`src/rtl/div_meter_pkg.sv`:
```
`default_nettype none
// ============================================================================
// div_meter_pkg : shared FSM state type and default sizing for div_clock_meter
// Rev 1.0
// ============================================================================
package div_meter_pkg;

    typedef enum logic [0:0] {
        WAIT_FIRST = 1'b0,
        COUNTING   = 1'b1
    } meter_state_e;

    localparam int DEF_CNT_WIDTH      = 24;
    localparam int DEF_TIMEOUT_CYCLES = 200000;

endpackage
`default_nettype wire

```
`src/rtl/bit_sync.sv`:
```
`default_nettype none
// ============================================================================
// bit_sync : two-flop synchronizer for a single asynchronous bit, reset to 0
// Rev 1.0
// ============================================================================
module bit_sync (
    input  logic clock,
    input  logic reset,
    input  logic d_i,
    output logic q_o
);

    logic meta_q;
    logic sync_q;

    always_ff @(posedge clock) begin
        if (reset) begin
            meta_q <= 1'b0;
            sync_q <= 1'b0;
        end else begin
            meta_q <= d_i;
            sync_q <= meta_q;
        end
    end

    assign q_o = sync_q;

endmodule
`default_nettype wire

```
`src/rtl/div_clock_meter.sv`:
```
`default_nettype none
// ============================================================================
// div_clock_meter : edge ticks and rising-to-rising period of a slow clock.
// Optional stall detection enabled by macro CLK_METER_TIMEOUT_EN.
// Rev 1.0
// ============================================================================
module div_clock_meter
    import div_meter_pkg::*;
#(
    parameter int CNT_WIDTH      = DEF_CNT_WIDTH,
    parameter int TIMEOUT_CYCLES = DEF_TIMEOUT_CYCLES
) (
    input  logic                 clock,
    input  logic                 reset,
    input  logic                 slow_in,
    output logic                 rise_tick,
    output logic                 fall_tick,
    output logic [CNT_WIDTH-1:0] period,
    output logic                 period_valid,
    output logic                 stalled
);

    localparam logic [CNT_WIDTH-1:0] CNT_MAX = '1;
    localparam logic [CNT_WIDTH-1:0] CNT_ONE = CNT_WIDTH'(1);

    logic                 sync_w;
    logic                 armed_w;
    logic                 hist_q;
    logic [1:0]           fill_q;
    logic                 rise_q;
    logic                 fall_q;
    meter_state_e         state_q;
    logic [CNT_WIDTH-1:0] cnt_q;
    logic [CNT_WIDTH-1:0] cnt_d;
    logic [CNT_WIDTH-1:0] period_q;
    logic                 period_valid_q;

    bit_sync u_sync (
        .clock (clock),
        .reset (reset),
        .d_i   (slow_in),
        .q_o   (sync_w)
    );

    // Edges are only trusted once the synchronizer and history flop hold real samples.
    assign armed_w = (fill_q == 2'd3);
    assign cnt_d   = (cnt_q == CNT_MAX) ? cnt_q : cnt_q + CNT_ONE;

    always_ff @(posedge clock) begin
        if (reset) begin
            hist_q <= 1'b0;
            fill_q <= 2'd0;
            rise_q <= 1'b0;
            fall_q <= 1'b0;
        end else begin
            hist_q <= sync_w;
            if (!armed_w) begin
                fill_q <= fill_q + 2'd1;
            end
            rise_q <= armed_w &  sync_w & ~hist_q;
            fall_q <= armed_w & ~sync_w &  hist_q;
        end
    end

`ifdef CLK_METER_TIMEOUT_EN
    localparam logic [CNT_WIDTH-1:0] TIMEOUT_M1 = CNT_WIDTH'(TIMEOUT_CYCLES - 1);
    logic stalled_q;
`endif

    always_ff @(posedge clock) begin
        if (reset) begin
            state_q        <= WAIT_FIRST;
            cnt_q          <= '0;
            period_q       <= '0;
            period_valid_q <= 1'b0;
`ifdef CLK_METER_TIMEOUT_EN
            stalled_q      <= 1'b0;
`endif
        end else begin
            period_valid_q <= 1'b0;
            case (state_q)
                WAIT_FIRST: begin
                    if (rise_q) begin
                        cnt_q   <= CNT_ONE;
                        state_q <= COUNTING;
`ifdef CLK_METER_TIMEOUT_EN
                        stalled_q <= 1'b0;
`endif
                    end
                end
                COUNTING: begin
                    if (rise_q) begin
                        period_q       <= cnt_q;
                        period_valid_q <= 1'b1;
                        cnt_q          <= CNT_ONE;
`ifdef CLK_METER_TIMEOUT_EN
                    end else if (cnt_q == TIMEOUT_M1) begin
                        cnt_q     <= cnt_d;
                        state_q   <= WAIT_FIRST;
                        stalled_q <= 1'b1;
`endif
                    end else begin
                        cnt_q <= cnt_d;
                    end
                end
                default: state_q <= WAIT_FIRST;
            endcase
        end
    end

    assign rise_tick    = rise_q;
    assign fall_tick    = fall_q;
    assign period       = period_q;
    assign period_valid = period_valid_q;
`ifdef CLK_METER_TIMEOUT_EN
    assign stalled      = stalled_q;
`else
    assign stalled      = 1'b0;
`endif

endmodule
`default_nettype wire

```
`config.mk`:
```
export PLATFORM = sky130hd
export DESIGN_NAME = div_clock_meter
export DESIGN_NICKNAME = d
export VERILOG_FILES = /design/src/rtl/div_meter_pkg.sv /design/src/rtl/bit_sync.sv /design/src/rtl/div_clock_meter.sv
export SDC_FILE = /design/constraint.sdc
export NUM_CORES = 1
export LEC_CHECK = 0
export BUFFER_PORTS_ARGS = -buffer_cell sky130_fd_sc_hd__clkbuf_2
export CAP_MARGIN = 20
export CORE_ASPECT_RATIO = 1.1
export CORE_MARGIN = 1
export CORE_UTILIZATION = 39
export DETAILED_ROUTE_END_ITERATION = 10
export GPL_TIMING_DRIVEN = 0
export PLACE_DENSITY = 0.58
export SETUP_SLACK_MARGIN = 0.02
export SLEW_MARGIN = 5
export SYNTH_ARGS = -nofsm -noshare
export SYNTH_HDL_FRONTEND = slang
export SYNTH_HIERARCHICAL = 1
export SYNTH_SLANG_ARGS = --single-unit
```
`constraint.sdc`:
```
create_clock -name clock -period 2.1 [get_ports clock]
set_input_delay 0.21 -clock clock [delete_from_list [all_inputs] [get_ports clock]]
set_output_delay 0.21 -clock clock [all_outputs]
set_load 0.03 [all_outputs]
```
==> flow_summary.json, run 1 <==
{
  "num_vias": 2059,
  "worstHoldPathType": "primary input to register",
  "synth_cells": 274,
  "htree_levels": 3,
  "cts_made_buffers": 9,
  "ys_async_sr_fraction_pct": 0,
  "vdd_drop_max_uv": 374,
  "core_area_mm2": 0.00577,
  "grt_pass1_vias": 1873,
  "cp_max_fo": 10,
  "die_height_um": 83.0,
  "whs_ns": 0.0763,
  "postRouteAntennaNets": 0,
  "drt-total-wl_um": 5220,
  "slew-limit-headroom_pct": 63.4,
  "io_buffers": 29,
  "fmax_mhz": 537,
  "hold_buffers": 0,
  "die_area_mm2": 0.00628,
  "die_width_um": 75.7,
  "power_density_mw_per_mm2": 772,
  "hold_end": "u_sync/meta_q$_SDFF_PP0_",
  "rsz0062_at_grt": "false",
  "start_kind": "register",
  "ys.flop_type": "dfxtp_1",
  "worstHoldPathCells": 2,
  "slew_violations": 0,
  "crit_arrival_ns": 2.11,
  "cts_tree": "yes",
  "antenna_found_initial": 0,
  "drv_cap": 0,
  "grt_pass1_wl_um": 8670,
  "place_congestion": 0.810,
  "min_period_ns": 1.86,
  "clockRootBuffer": "clkbuf_8",
  "nets": 321,
  "overflow": 0,
  "grt.total_usage_pct": 18.5,
  "drtIter0Drc": 124,
  "clkTransAtPathRegs_ns": 0.06,
  "synth.distinct_cells": 45,
  "clock_path_buffers": 2,
  "rows": 29,
  "tightest_slew_ns": 0.550,
  "synth_edf_count": 0,
  "reg2reg_slack_ns": 0.24,
  "syn_area_per_cell_um2": 8.50,
  "met3_length_um": 225,
  "p_leak_nw": 1.01,
  "critPathCaptureType": "register",
  "viasPerCell": 5.19,
  "finalCritPeriodShare_pct": 88.7,
  "antenna_cells": 0,
  "start_util_pct": 40.4,
  "routedWlPerCell_um": 13.1,
  "clock_latency_ns": 0.34,
  "top_layer": "met4",
  "hp-start": "slow_in",
  "hpwl_um": 3680,
  "grt_max_degree": 11,
  "synth_fp_nets": 279,
  "ys_warn_count": 6,
  "power.total_mw": 2.18,
  "syn_to_final_growth_pct": 21.1,
  "r2r-start": "cnt_q[0]$_SDFFE_PP0P_",
  "wl_met2_um": 2450,
  "fin_skew_ns": 0.00813,
  "criticalPathCategory": "register to register",
  "ys_seq_area_share_pct": 49.0,
  "finalHoldViolations": 0,
  "status": "finished, final reports clean",
  "wl_met1_um": 2450,
  "finalSetupViolCount": 0,
  "drc": 0,
  "clkSinkCount": 57,
  "r2r_end": "cnt_q[11]$_SDFFE_PP0P_",
  "io_pins": 31,
  "syn_area_mm2": 0.00233,
  "layout_commonest_cell": "nand2_1",
  "synth-seq-cells": 57,
  "layout_common_cells": "60 x nand2_1, 57 x dfxtp_1, 33 x a21oi_1, 29 x clkbuf_2, 26 x nor2_1",
  "drive_gt1_share_pct": 20.0,
  "ff2ff_path_depth": 7,
  "cp.required_ns": 2.35,
  "drt-pass1-iter-count": 4
}
-- cell type report --
class	count	area (um2)
timing repair buffer	31	160
sequential	57	1140
inverter	2	7.51
clock inverter	3	40.0
tap	77	96.3
clock buffer	12	155
buffer	12	66.3
multi-input combinational	203	1150
fill	577	2950
-- synth_stat cells (2+ instances only) --
cell	count	area share, %
o21a_1	2	0.64
nor2b_1	3	0.81
and4_4	2	0.97
clkbuf_1	7	1.1
o2111ai_1	2	0.75
a21oi_1	35	7.5
ha_1	2	1.1
inv_1	2	0.32
nand3_1	7	1.5
o21ai_0	3	0.64
a311oi_1	4	1.5
or2_2	2	0.54
a31oi_1	7	1.9
nor3_1	8	1.7
xnor2_1	5	1.9
nor2_1	26	4.2
a41o_1	3	1.3
a211oi_1	2	0.64
and3_1	5	1.3
nand4_1	4	1.1
dfxtp_1	57	49
xor2_1	4	1.5
nand2_1	60	9.7
-- timing repair --
item | in CTS | in global routing
buffers inserted | 0 | 2
pin swaps | 0 | 1
gates resized for setup | 2 | 6
cloned | 0 | 0
setup endpoints to repair | 7 | 20
-- flip-flops by register name (all words and copies together), names as in the netlist --
signal / cells
period: 24
u_sync/meta_q: 1
fall_tick: 1
u_sync/q_o: 1
fill_q: 2
hist_q: 1
state_q: 1
period_valid: 1
cnt_q: 24
rise_tick: 1
-- report_power, final --
group | leakage (nW) | internal [mW] | switching (mW) | total [mW]
Sequential | 0.460 | 1.09 | 0.00683 | 1.10
Clock | 0.102 | 0.602 | 0.413 | 1.02
Combinational | 0.446 | 0.0229 | 0.0395 | 0.0624
-- worst max-delay path, cell delays in order (launching register included) --
cell and delay [ns]:
dfxtp_1 0.34, ha_2 0.23, and4_1 0.21, and4_4 0.19, buf_6 0.14, a21oi_4 0.30
a21oi_1 0.11, a311oi_1 0.26
-- per-stage QoR --
step                setup WS (ns)  utilization (%)  area, um2  cells  TNS, ns
finish                      0.238             48.9       2820    397        0
CTS                        0.0434             48.1       2780    395        0
global placement          -0.0409             44.5       2570    380  -0.0655
global route               0.0731             48.9       2820    397        0
detailed placement        -0.0485             44.5       2570    380  -0.0906
floorplan                   0.305                -       2330    274        0
-- per-layer routing --
metal,GRT usage (%),vias to the layer above
met2,27.6,51
met3,4.37,10
met5,0,-
li1,-,1049
met4,10.1,0
met1,24.2,949
-- kinds of logic (layout without fill, tap and decap cells) --
family	Yosys count	count (layout)	synth area share (%)
mux	1	1	0.430
simple gates	126	126	25.6
fa+ha+maj	2	2	1.07
xor+xnor	9	9	3.39
compound gates	64	64	17.2
other cells	1	1	0.161
buf+inv	14	60	3.17
flops	57	57	49.0
-- worst max-delay path by stage --
stage,from,endpoint,slack (ns),cells after the start
2_1_floorplan,cnt_q[0]$_SDFFE_PP0P_,cnt_q[15]$_SDFFE_PP0P_,0.30,7
3_3_place_gp,cnt_q[0]$_SDFFE_PP0P_,cnt_q[5]$_SDFFE_PP0P_,-0.04,6
3_5_place_dp,cnt_q[0]$_SDFFE_PP0P_,cnt_q[5]$_SDFFE_PP0P_,-0.05,6
4_1_cts,cnt_q[0]$_SDFFE_PP0P_,cnt_q[18]$_SDFFE_PP0P_,0.04,6
5_1_grt,cnt_q[0]$_SDFFE_PP0P_,cnt_q[13]$_SDFFE_PP0P_,0.07,7
6_report,cnt_q[0]$_SDFFE_PP0P_,cnt_q[11]$_SDFFE_PP0P_,0.24,7
Power figures use the tool's default switching activity.
==> inputs of run 2 (changes only) <==
SYNTH_HIERARCHICAL = unset   (was 1)
==> flow_summary.json, run 2 <==
{
  "p_int_mw": 1.74,
  "power.total_mw": 2.19,
  "cts_tree": "yes",
  "clock_path_buffers": 2,
  "synth.distinct_cells": 51,
  "clkSinkCount": 57,
  "place_area_mm2": 0.00263,
  "worst_slack_ns": 0.190,
  "cp.required_ns": 2.30,
  "slew-limit-headroom_pct": 62.5,
  "place_congestion": 0.857,
  "fmax_mhz": 524,
  "tns_ns": 0,
  "clkTransAtPathRegs_ns": 0.06,
  "finalSetupViolCount": 0,
  "ys.flop_type": "dfxtp_1",
  "syn_to_final_growth_pct": 18.7,
  "die_area_mm2": 0.00645,
  "reg2reg_slack_ns": 0.19,
  "synth_edf_count": 0,
  "ys_warn_count": 0,
  "crit_arrival_ns": 2.11,
  "grt.total_usage_pct": 17.4,
  "drive_gt1_share_pct": 21.1,
  "yosysTopAreaCellShare_pct": 47.7,
  "cts_resized": 0,
  "pre_cts_ws_ns": 0.203,
  "synth_cells": 273,
  "num_vias": 2028,
  "p_leak_nw": 1.03,
  "core_area_mm2": 0.00584,
  "drv_cap": 0,
  "io_buffers": 28,
  "vdd_drop_max_uv": 334,
  "synth_fp_nets": 278,
  "criticalPathCategory": "register to register",
  "rsz0062_at_grt": "false",
  "grt_max_degree": 11,
  "combPwrFrac_pct": 2.8,
  "synth.area.top_cells": "dfxtp_1 48%, nand2_1 9.3%, a21oi_1 6.9%, xor2_1 2.2%, nor2_1 2.0%",
  "nets": 317,
  "layout_common_cells": "59 x nand2_1, 57 x dfxtp_1, 33 x a21oi_1, 28 x clkbuf_2, 15 x clkbuf_8",
  "cts_made_buffers": 9,
  "syn_area_mm2": 0.00239,
  "grt_pass1_vias": 1797,
  "drt-pass1-iter-count": 4,
  "slew_violations": 0,
  "ys_async_sr_fraction_pct": 0,
  "cts_setup_buffers": 0,
  "seqPwrFrac_pct": 50.2,
  "start_util_pct": 40.9,
  "antenna_found_initial": 0,
  "clockRootBuffer": "clkbuf_8",
  "finalCritPeriodShare_pct": 90.9,
  "die_height_um": 84.1,
  "antenna_cells": 0,
  "min_period_ns": 1.91,
  "clockPowerShare_pct": 47.0,
  "hold_buffers": 0,
  "status": "finished, final reports clean",
  "start_kind": "register",
  "critPathCaptureType": "register",
  "crit_start": "cnt_q[0]$_SDFFE_PP0P_",
  "hp-start": "slow_in",
  "post-route-util_pct": 48.6,
  "drt-total-wl_um": 5220,
  "grt_pass1_wl_um": 8660,
  "tightest_slew_ns": 0.562,
  "overflow": 0,
  "p_sw_mw": 0.458,
  "viasPerCell": 5.15,
  "drc": 0,
  "synth_commonest_cells": "59 x nand2_1, 57 x dfxtp_1, 33 x a21oi_1",
  "hpwl_um": 3580,
  "r2r-start": "cnt_q[0]$_SDFFE_PP0P_",
  "io_pins": 31,
  "power_density_mw_per_mm2": 773,
  "drtIter0Drc": 77,
  "stdcell_area_mm2": 0.00284,
  "syn_area_per_cell_um2": 8.76,
  "ys_seq_area_share_pct": 47.7,
  "switching_share_pct": 20.9,
  "rows": 29,
  "yosysMostFrequentCell": "nand2_1",
  "synth-seq-cells": 57,
  "finalHoldViolations": 0,
  "fin_skew_ns": 0.00654,
  "die_width_um": 76.7,
  "synth_top_area_cell": "dfxtp_1",
  "htree_levels": 3,
  "layout_commonest_cell": "nand2_1",
  "routedWlPerCell_um": 13.2,
  "cp_max_fo": 10,
  "clock_latency_ns": 0.33,
  "worstHoldPathType": "primary input to register",
  "postRouteAntennaNets": 0
}
-- run 2: cell count changes in the layout (fill, tap and decap cells not counted), moves of 3 or more --
cell,before,now
a41oi_1,0,3
a31oi_1,7,3
nor2_1,26,13
nor3_1,7,2
xnor2_1,5,1
a41o_1,3,0
o211ai_1,1,5
and3_1,5,2
clkbuf_8,11,15
clkbuf_1,8,11
or3_1,0,5
-- run 2: power by group through the flow --
stage / clock network (mW) / registers (mW) / logic [mW]
after floorplan: 0 / 1.12 / 0.0480
after global placement: 0 / 1.12 / 0.0621
after detailed placement: 0 / 1.12 / 0.0631
after CTS: 1.06 / 1.10 / 0.0630
after global routing: 1.11 / 1.10 / 0.0693
final: 1.03 / 1.10 / 0.0622
-- run 2: per-layer routing --
metal / track usage (%) / vias to the layer above / wire length [um]
li1: - / 1038 / -
met1: 22.4 / 940 / 2490
met2: 26.6 / 40 / 2430
met3: 3.61 / 10 / 178
met4: 11.0 / 0 / 114
met5: 0 / - / 0
-- run 2: cells by family after synthesis --
kind of cell             Yosys count  synth area share [%]
AO/OA/AOI/OAI                     63                  16.5
XOR/XNOR                           7                  2.56
adder cells (fa/ha/maj)            2                  1.05
buffers and inverters             20                  4.19
flip-flops                        57                  47.7
multiplexers                       3                  1.26
other                              1                 0.157
AND/OR/NAND/NOR                  120                  26.5
-- run 2: layout make-up --
type | instances | area (um2)
flip-flops and latches | 57 | 1140
multi-input cells | 196 | 1150
clock inverters | 1 | 5.00
well taps | 77 | 96.3
clock buffers | 15 | 206
repair buffers | 28 | 140
fillers | 596 | 3000
plain buffers | 17 | 88.8
inverters | 3 | 11.3
-- run 2: critical path, stage by stage (launching register included) --
cell	delay (ns)
dfxtp_1	0.40
ha_1	0.22
and4_4	0.29
nand4_4	0.10
buf_6	0.15
o21a_1	0.19
buf_6	0.14
a41oi_1	0.20
a211oi_1	0.07
-- run 2: per-stage QoR --
stage	cells	hold slack, ns
after floorplan	273	0.338
after global placement	378	0.417
after detailed placement	378	0.416
after CTS	394	0.0767
after global routing	394	0.0761
final	394	0.0880
-- run 2: worst paths after layout --
kind                                   end  cells after the start
setup / recovery     cnt_q[4]$_SDFFE_PP0P_                      8
hold / removal    u_sync.meta_q$_SDFF_PP0_                      2
setup reg to reg     cnt_q[4]$_SDFFE_PP0P_                      8
hold reg to reg       fall_tick$_SDFF_PP0_                      1
==> inputs of run 3 (changes only) <==
SETUP_SLACK_MARGIN = 0.2   (was 0.02)
==> flow_summary.json, run 3 (synthesized netlist as in run 2, its figures left out) <==
{
  "status": "finished, final reports clean",
  "drv_cap": 0,
  "cp_cell_sequence": "ha_2 -> and4_4 -> nand4_4 -> buf_6 -> o21a_1 -> buf_6 -> a41oi_1 -> a211oi_1",
  "overflow": 0,
  "rsz0062_at_grt": "false",
  "whs_ns": 0.0873,
  "io_buffers": 28,
  "slowest_stage": "dfxtp_4",
  "start_util_pct": 40.9,
  "die_width_um": 76.7,
  "place_congestion": 0.857,
  "layout_common_cells": "59 x nand2_1, 55 x dfxtp_1, 33 x a21oi_1, 28 x clkbuf_2, 15 x clkbuf_8",
  "grt.total_usage_pct": 17.4,
  "finalSetupViolCount": 0,
  "p_leak_nw": 1.04,
  "clkTransAtPathRegs_ns": 0.06,
  "fmax_mhz": 550,
  "antenna_found_initial": 0,
  "cts_tree": "yes",
  "slew_violations": 0,
  "cts_made_buffers": 9,
  "viasPerCell": 5.16,
  "hpwl_um": 3580,
  "place_area_mm2": 0.00263,
  "core_area_mm2": 0.00584,
  "crit_arrival_ns": 2.02,
  "slew-limit-headroom_pct": 62.9,
  "cpMostUsedCell": "buf_6",
  "worstHoldPathType": "primary input to register",
  "die_height_um": 84.1,
  "num_vias": 2037,
  "htree_levels": 3,
  "drt-pass1-iter-count": 4,
  "clkSinkCount": 57,
  "tns_ns": 0,
  "grt_pass1_vias": 1797,
  "start_kind": "register",
  "finalHoldViolations": 0,
  "layout_commonest_cell": "nand2_1",
  "postRouteAntennaNets": 0,
  "drc": 0,
  "slowest_delay_ns": 0.37,
  "clock_path_buffers": 2,
  "drive_gt1_share_pct": 22.3,
  "drtIter0Drc": 88,
  "min_period_ns": 1.82,
  "vdd_drop_max_uv": 334,
  "rows": 29,
  "grt_max_degree": 11,
  "stdcell_area_mm2": 0.00285,
  "grt_pass1_wl_um": 8660,
  "cp_max_fo": 10,
  "routedWlPerCell_um": 13.2,
  "clockRootBuffer": "clkbuf_8",
  "fin_skew_ns": 0.00708,
  "clock_latency_ns": 0.34,
  "finalCritPeriodShare_pct": 86.6,
  "power.total_mw": 2.19,
  "io_pins": 31,
  "antenna_cells": 0,
  "power_density_mw_per_mm2": 768,
  "drt-total-wl_um": 5220,
  "criticalPathCategory": "register to register",
  "cp.required_ns": 2.30,
  "syn_to_final_growth_pct": 19.4,
  "die_area_mm2": 0.00645,
  "nets": 318,
  "critPathCaptureType": "register",
  "tightest_slew_ns": 0.556
}
run 3: changes by cell type in the layout (fill, tap and decap cells not counted), sizes merged:
cell and delta:
buf +1
run 3: worst max-delay path, delay by kind of cell, from the launching register on:
kind	cells	cell delay [ns]
adders and majority gates	1	0.19
AOI/OAI and AO/OA	3	0.46
DFF	1	0.37
buffers and inverters	2	0.29
and+or+nand+nor	2	0.37
run 3: path summary, 6_finish.rpt:
check             cells after the start                  endpoint  slack (ns)                   from
hold / removal                        2  u_sync.meta_q$_SDFF_PP0_        0.09                slow_in
setup / recovery                      8     cnt_q[4]$_SDFFE_PP0P_        0.28  cnt_q[0]$_SDFFE_PP0P_
setup reg to reg                      8     cnt_q[4]$_SDFFE_PP0P_        0.28  cnt_q[0]$_SDFFE_PP0P_
hold reg to reg                       1      fall_tick$_SDFF_PP0_        0.43  u_sync.q_o$_SDFF_PP0_
run 3: final cells by class:
cell class	count	area [um2]
Clock buffer	15	206
Inverter	3	11.3
Tap cell	77	96.3
Fill cell	594	2990
Clock inverter	1	5.00
Multi-Input combinational cell	196	1150
Sequential cell	57	1150
Buffer	17	88.8
Timing Repair Buffer	29	148
run 3: repair_timing:
item	4_1_cts	5_1_grt
hold buffers	0	0
buffers inserted	0	1
gates resized for setup	1	3
endpoints found under the setup margin	2	13
pin swaps	0	0
run 3: layer usage:
layer / up-vias / GRT usage [%] / share of wire (%)
met5: - / 0 / 0
met4: 0 / 11.0 / 2.3
met3: 11 / 3.61 / 3.0
met2: 29 / 26.6 / 46
met1: 957 / 22.4 / 48
li1: 1040 / - / -
run 3: stage by stage:
stage | cells | utilization [%] | setup slack [ns]
finish | 395 | 48.9 | 0.281
detailed placement | 378 | 45.0 | 0.203
global placement | 378 | 45.0 | 0.212
CTS | 394 | 48.6 | 0.221
floorplan | 273 | - | 0.345
global route | 395 | 48.9 | 0.200
run 3: power by group:
part / internal [mW] / total [mW] / switching, mW
clock network: 0.620 / 1.03 / 0.410
logic: 0.0225 / 0.0623 / 0.0398
registers: 1.09 / 1.10 / 0.00714
total: 1.73 / 2.19 / 0.457
